File: src/rtl/cdb_writeback_arbiter_pkg.sv
// ============================================================================
// Module      : cdb_writeback_arbiter_pkg
// Description : Shared types and unit indices for the CDB writeback path.
// Revision    : 1.0 - initial release
// ============================================================================
`default_nettype none

package cdb_writeback_arbiter_pkg;

   localparam int CDB_ROB_IDX_WIDTH = 5;

   localparam int FU_ALU = 0;
   localparam int FU_MUL = 1;
   localparam int FU_BR  = 2;
   localparam int FU_MEM = 3;

   typedef struct packed {
      logic [CDB_ROB_IDX_WIDTH-1:0] rob_idx;
      logic [4:0]                   rd_addr;
      logic [31:0]                  data;
      logic                         regf_we;
   } cdb_result_t;

endpackage

`default_nettype wire

File: src/rtl/cdb_result_fifo.sv
// ============================================================================
// Module      : cdb_result_fifo
// Description : Per-unit result FIFO; simultaneous push and pop keep order.
// Revision    : 1.0 - initial release
// ============================================================================
`default_nettype none

module cdb_result_fifo
   import cdb_writeback_arbiter_pkg::*;
#(
   parameter int DEPTH = 2
) (
   input  logic        clk,
   input  logic        rst,
   input  logic        push,
   input  logic        pop,
   input  logic        flush,
   input  cdb_result_t push_data,
   output logic        full,
   output logic        empty,
   output cdb_result_t head
);

   localparam int c_ptr_w = $clog2(DEPTH);
   localparam int c_cnt_w = c_ptr_w + 1;

   cdb_result_t        r_mem [DEPTH];
   logic [c_ptr_w-1:0] r_wr_ptr;
   logic [c_ptr_w-1:0] r_rd_ptr;
   logic [c_cnt_w-1:0] r_count;

   always_ff @(posedge clk) begin
      if (rst || flush) begin
         r_wr_ptr <= '0;
         r_rd_ptr <= '0;
         r_count  <= '0;
      end else begin
         if (push)
            r_wr_ptr <= r_wr_ptr + c_ptr_w'(1);
         if (pop)
            r_rd_ptr <= r_rd_ptr + c_ptr_w'(1);
         case ({push, pop})
            2'b10:   r_count <= r_count + c_cnt_w'(1);
            2'b01:   r_count <= r_count - c_cnt_w'(1);
            default: r_count <= r_count;
         endcase
      end
   end

   // Storage needs no reset; pointers alone define what is valid.
   always_ff @(posedge clk) begin
      if (push)
         r_mem[r_wr_ptr] <= push_data;
   end

   assign full  = (r_count == c_cnt_w'(DEPTH));
   assign empty = (r_count == '0);
   assign head  = r_mem[r_rd_ptr];

endmodule

`default_nettype wire

File: src/rtl/cdb_writeback_arbiter.sv
// ============================================================================
// Module      : cdb_writeback_arbiter
// Description : Buffers per-unit results and broadcasts one per cycle on a
//               registered CDB. CDB_ARB_FIXED_PRIO_EN selects fixed priority.
// Revision    : 1.0 - initial release
// ============================================================================
`default_nettype none

module cdb_writeback_arbiter
   import cdb_writeback_arbiter_pkg::*;
#(
   parameter int NUM_FU        = 4,
   parameter int ROB_IDX_WIDTH = CDB_ROB_IDX_WIDTH,
   parameter int BUF_DEPTH     = 2
) (
   input  logic                              clk,
   input  logic                              rst,
   input  logic                              flush,
   input  logic [NUM_FU-1:0]                 fu_valid,
   output logic [NUM_FU-1:0]                 fu_ready,
   input  logic [NUM_FU*ROB_IDX_WIDTH-1:0]   fu_rob_idx,
   input  logic [NUM_FU*5-1:0]               fu_rd_addr,
   input  logic [NUM_FU*32-1:0]              fu_data,
   input  logic [NUM_FU-1:0]                 fu_regf_we,
   output logic                              cdb_valid,
   output logic [$clog2(NUM_FU)-1:0]         cdb_src,
   output logic [ROB_IDX_WIDTH-1:0]          cdb_rob_idx,
   output logic [4:0]                        cdb_rd_addr,
   output logic [31:0]                       cdb_data,
   output logic                              cdb_regf_we
);

   localparam int c_src_w = $clog2(NUM_FU);

   logic [NUM_FU-1:0]  w_full;
   logic [NUM_FU-1:0]  w_empty;
   logic [NUM_FU-1:0]  w_push;
   logic [NUM_FU-1:0]  w_pop;
   cdb_result_t        w_in   [NUM_FU];
   cdb_result_t        w_head [NUM_FU];
   cdb_result_t        w_sel;
   logic               w_grant;
   logic [c_src_w-1:0] w_grant_idx;
   logic [c_src_w-1:0] w_cand;

   generate
      for (genvar i = 0; i < NUM_FU; i++) begin : g_fifo
         assign w_in[i] = {CDB_ROB_IDX_WIDTH'(fu_rob_idx[i*ROB_IDX_WIDTH +: ROB_IDX_WIDTH]),
                           fu_rd_addr[i*5 +: 5],
                           fu_data[i*32 +: 32],
                           fu_regf_we[i]};
         assign w_push[i] = fu_valid[i] && !w_full[i] && !flush;
         assign w_pop[i]  = w_grant && (w_grant_idx == c_src_w'(i));

         cdb_result_fifo #(
            .DEPTH (BUF_DEPTH)
         ) u_fifo (
            .clk       (clk),
            .rst       (rst),
            .push      (w_push[i]),
            .pop       (w_pop[i]),
            .flush     (flush),
            .push_data (w_in[i]),
            .full      (w_full[i]),
            .empty     (w_empty[i]),
            .head      (w_head[i])
         );
      end
   endgenerate

   // Ready comes from registered FIFO occupancy only, never from this cycle's grant.
   assign fu_ready = ~w_full;

`ifndef CDB_ARB_FIXED_PRIO_EN
   logic [c_src_w-1:0] r_rr_ptr;
   logic [c_src_w-1:0] w_next_ptr;

   assign w_next_ptr = (w_grant_idx == c_src_w'(NUM_FU-1)) ? '0 : w_grant_idx + c_src_w'(1);

   always_ff @(posedge clk) begin
      if (rst || flush)
         r_rr_ptr <= '0;
      else if (w_grant)
         r_rr_ptr <= w_next_ptr;
   end
`endif

   always_comb begin
      w_grant     = 1'b0;
      w_grant_idx = '0;
      w_cand      = '0;
      for (int k = 0; k < NUM_FU; k++) begin
`ifdef CDB_ARB_FIXED_PRIO_EN
         w_cand = c_src_w'(k);
`else
         w_cand = c_src_w'((int'(r_rr_ptr) + k) % NUM_FU);
`endif
         if (!w_grant && !w_empty[w_cand]) begin
            w_grant     = 1'b1;
            w_grant_idx = w_cand;
         end
      end
   end

   assign w_sel = w_head[w_grant_idx];

   always_ff @(posedge clk) begin
      if (rst || flush || !w_grant) begin
         cdb_valid   <= 1'b0;
         cdb_src     <= '0;
         cdb_rob_idx <= '0;
         cdb_rd_addr <= '0;
         cdb_data    <= '0;
         cdb_regf_we <= 1'b0;
      end else begin
         cdb_valid   <= 1'b1;
         cdb_src     <= w_grant_idx;
         cdb_rob_idx <= ROB_IDX_WIDTH'(w_sel.rob_idx);
         cdb_rd_addr <= w_sel.rd_addr;
         cdb_data    <= w_sel.data;
         // Writes to x0 are never architecturally visible.
         cdb_regf_we <= w_sel.regf_we && (w_sel.rd_addr != 5'd0);
      end
   end

endmodule

`default_nettype wire

File: config.mk
export PLATFORM = sky130hd
export DESIGN_NAME = cdb_writeback_arbiter
export DESIGN_NICKNAME = d
export VERILOG_FILES = /design/src/rtl/cdb_writeback_arbiter_pkg.sv /design/src/rtl/cdb_result_fifo.sv /design/src/rtl/cdb_writeback_arbiter.sv
export SDC_FILE = /design/constraint.sdc
export NUM_CORES = 1
export LEC_CHECK = 0
export CAP_MARGIN = 20
export CORE_UTILIZATION = 35
export CTS_CLUSTER_SIZE = 16
export DETAILED_ROUTE_END_ITERATION = 16
export SYNTH_ARGS = -nofsm -noshare
export SYNTH_HDL_FRONTEND = slang
export SYNTH_SLANG_ARGS = --single-unit
File: constraint.sdc
create_clock -name clk -period 3 [get_ports clk]
set_input_delay 0.6 -clock clk [delete_from_list [all_inputs] [get_ports clk]]
set_output_delay 0.6 -clock clk [all_outputs]
set_load 0.05 [all_outputs]
==> impl_metrics.csv <==
group,metric,value,unit
global_routing,globalRouteTotalUtil,0.1689,
placed_design,place_area,18820,um2
placed_design,port_buffers,228,
sta,slew_headroom,0.4950,
global_routing,grt_pass1_vias,9300,
yosys,syn_area,15680,um2
cells_and_area,fillers,3910,
cells_and_area,drive_above_1_share,0.1505,
floorplanning,start_util,0.3546,
sta,worstMarginPinSlew,0.7576,ns
hold_path,hold_path.class,"flop to flop",
yosys,synth_nets,1158,
clock_tree,cts_tree,"built",
clock_tree,clock_sink_count,412,
placed_design,dp_hpwl,23900,um
global_routing,grt_busiest_layer,"met2",
global_routing,grt_pass1_wl,55900,um
setup_path,path_max_fanout,9,
yosys,ys.flop_type,"edfxtp_1",
clock_tree,clockBufferDepth,3,
setup_path,critical_path_arrival,3.22,ns
clock_tree,cts_resized,0,
yosys,yosysSeqAreaShare,0.7456,
global_routing,use_met2,0.2864,
clock_tree,cts.repair_timing.setup_buffer_count,0,
sta,grt_setup_unrepaired,"false",
power,ir_worst_vdd,435.3,uV
clock_tree,cts_max_level,2,
sta,setup_violations,0,
sta,tns,0,ns
yosys,synth_common_cells,"edfxtp_1, mux2i_1, mux2_2, nand2_1, o211ai_1",
clock_tree,cts_root_buffer,"clkbuf_16",
detailed_routing,drtIter0Drc,438,
yosys,synthArstFlopShare,0,
cells_and_area,final_cell_area,20160,um2
global_routing,antenna_found_initial,8,
yosys,synth_area_leaders,"edfxtp_1, dfxtp_1, mux2i_1, mux2_2, o211ai_1",
yosys,yosysUniqueCellTypes,35,
global_routing,use_met1,0.2096,
yosys,synth.most_common_cell,"edfxtp_1",
clock_tree,clk_latency,0.56,ns
yosys,synth_seq_cells,412,
detailed_routing,drcViolationCount,0,
setup_path,required,3.48,ns
setup_path,r2r_start,"g_fifo[1].u_fifo.r_count[1]",
cells_and_area,syn2layout_area_growth,28.58,%
detailed_routing,routed_wl,38440,um
cells_and_area,postLayoutCoreUtil,0.4560,
global_routing,grt_util_met3,0.04584,
global_routing,grt_max_degree,163,
yosys,synthDominantCellAreaShare,0.6587,
clock_tree,clkTransAtPathRegs,0.06,ns
job,maxCapViolCount,0,
setup_path,setup.worst_path.end_class,"flop",
sta,timing.fmax,364.8,MHz
clock_tree,cts_hold_buffers,0,
setup_path,startpoint,"g_fifo[1].u_fifo.r_count[1]",
detailed_routing,vias,8903,
floorplanning,core_area,44220,um2
cells_and_area,fin_nets,1400,
detailed_routing,ant_nets,0,
floorplanning,rows,77,
floorplanning,ios,229,
sta,final-hold-violation-count,0,
detailed_routing,routedWlPerCell,20.86,um
placed_design,gp_congestion,0.7698,
power,leakagePower,6.342,nW
power,power_density,671.1,nW/um2
cells_and_area,seq_area,11710,um2
sta,post-route-period-util,0.9137,
sta,fin_skew,0.01089,ns
floorplanning,dieHeight,213.7,um
yosys,postSynthCellCount,974,
setup_path,crit_type,"flop to flop",
global_routing,grt-ovfl-total,0,
hold_path,hp-start,"g_fifo[3].u_fifo.r_rd_ptr",
yosys,yosysTopAreaCell,"edfxtp_1",
yosys,yosysWarnings,0,
floorplanning,dieWidth,213.7,um
sta,min_period,2.741,ns
floorplanning,die_area,45650,um2
yosys,synth.avg_cell_area,16.10,um2
yosys,synth_edf_count,344,
run_status,outcome,"finished clean",
sta,final_max_slew_viol_count,0,
detailed_routing,firstDrtPassIters,5,
clock_tree,numCtsBuffers,44,
detailed_routing,via_per_inst,4.831,
setup_path,worstSetupStartpointType,"flop",
cells_and_area,multi_input_area,3789,um2
## per-layer routing
layer  share of wire  vias up
met5          0.0015        -
li1                -     4202
met4           0.019        8
met2            0.49      260
met1            0.42     4380
met3           0.072       53
## final cells by class
cell class                 count  share of cell area
antenna                        2           0.0002482
clock buffer                  61             0.06032
clock inverter                18            0.006019
inverter                       8            0.001738
multi-input combinational    498              0.1879
sequential                   412              0.5806
tap                          592             0.03674
timing repair buffer         252              0.1265
## where the power goes
part / switching (mW) / total [mW] / internal, mW
Combinational: 1.09 / 1.87 / 0.783
Clock: 2.17 / 5.09 / 2.92
Sequential: 0.123 / 6.57 / 6.45
## cells in the final DEF (no fill, tap or decap), types with 6 or more instances in the layout
master | netlist | final
clkinv_2 | 0 | 8
clkbuf_1 | 42 | 13
edfxtp_1 | 344 | 344
mux2_2 | 83 | 83
nor2_4 | 0 | 8
o211ai_1 | 78 | 78
o21ai_0 | 8 | 8
dfxtp_1 | 68 | 64
nor2_1 | 33 | 25
nand2_1 | 81 | 81
buf_12 | 0 | 7
buf_4 | 0 | 17
clkdlybuf4s50_1 | 0 | 228
inv_1 | 7 | 6
clkbuf_16 | 0 | 45
a21oi_1 | 56 | 56
or3_1 | 7 | 7
mux2i_1 | 100 | 100
xnor2_1 | 9 | 9
## state kept, by name (all words and copies together), names as in the netlist, named ones only
register,flops
g_fifo.u_fifo.r_rd_ptr,4
g_fifo.u_fifo.r_mem,344
cdb_data,32
cdb_valid,1
cdb_src,2
g_fifo.u_fifo.r_count,8
r_rr_ptr,2
cdb_rd_addr,5
cdb_rob_idx,5
g_fifo.u_fifo.r_wr_ptr,4
cdb_regf_we,1
## path summary, 6_finish.rpt
kind / endpoint / slack [ns] / depth (start not counted)
setup / recovery: g_fifo[0].u_fifo.r_count[1] / 0.26 / 9
hold reg to reg: g_fifo[3].u_fifo.r_rd_ptr / 0.51 / 2
hold / removal: g_fifo[3].u_fifo.r_rd_ptr / 0.51 / 2
setup reg to reg: g_fifo[0].u_fifo.r_count[1] / 0.26 / 9
## per-stage QoR
| stage | setup WS (ns) | hold WS [ns] | std cells | power [mW] |
|---|---|---|---|---|
| 3_3_place_gp | 0.3165 | 0.4922 | 1762 | 8.558 |
| 6_report | 0.2588 | 0.5108 | 1843 | 13.53 |
| 4_1_cts | 0.2357 | 0.5143 | 1841 | 13.71 |
| 3_5_place_dp | 0.2501 | 0.5000 | 1762 | 8.590 |
| 5_1_grt | 0.07214 | 0.5410 | 1841 | 14.08 |
| 2_1_floorplan | -0.4000 | 0.4763 | 974 | 7.806 |
## cells by family after synthesis
group	synth area share
DFF	0.7456
muxes	0.1234
AOI/OAI and AO/OA	0.06335
and+or+nand+nor	0.03958
buffers and inverters	0.01684
xor gates and xnor gates	0.007261
adders and majority gates	0.003989
## critical path, cell delays in order, from the launching register on
cell	delay, ns
dfxtp_1	0.35
or4_1	0.56
o2111ai_1	0.21
and2_1	0.28
buf_4	0.22
nand2_1	0.14
nor2_1	0.14
ha_1	0.27
or3_1	0.35
a21oi_1	0.15
Note: power is estimated with default switching activity, not from simulation.
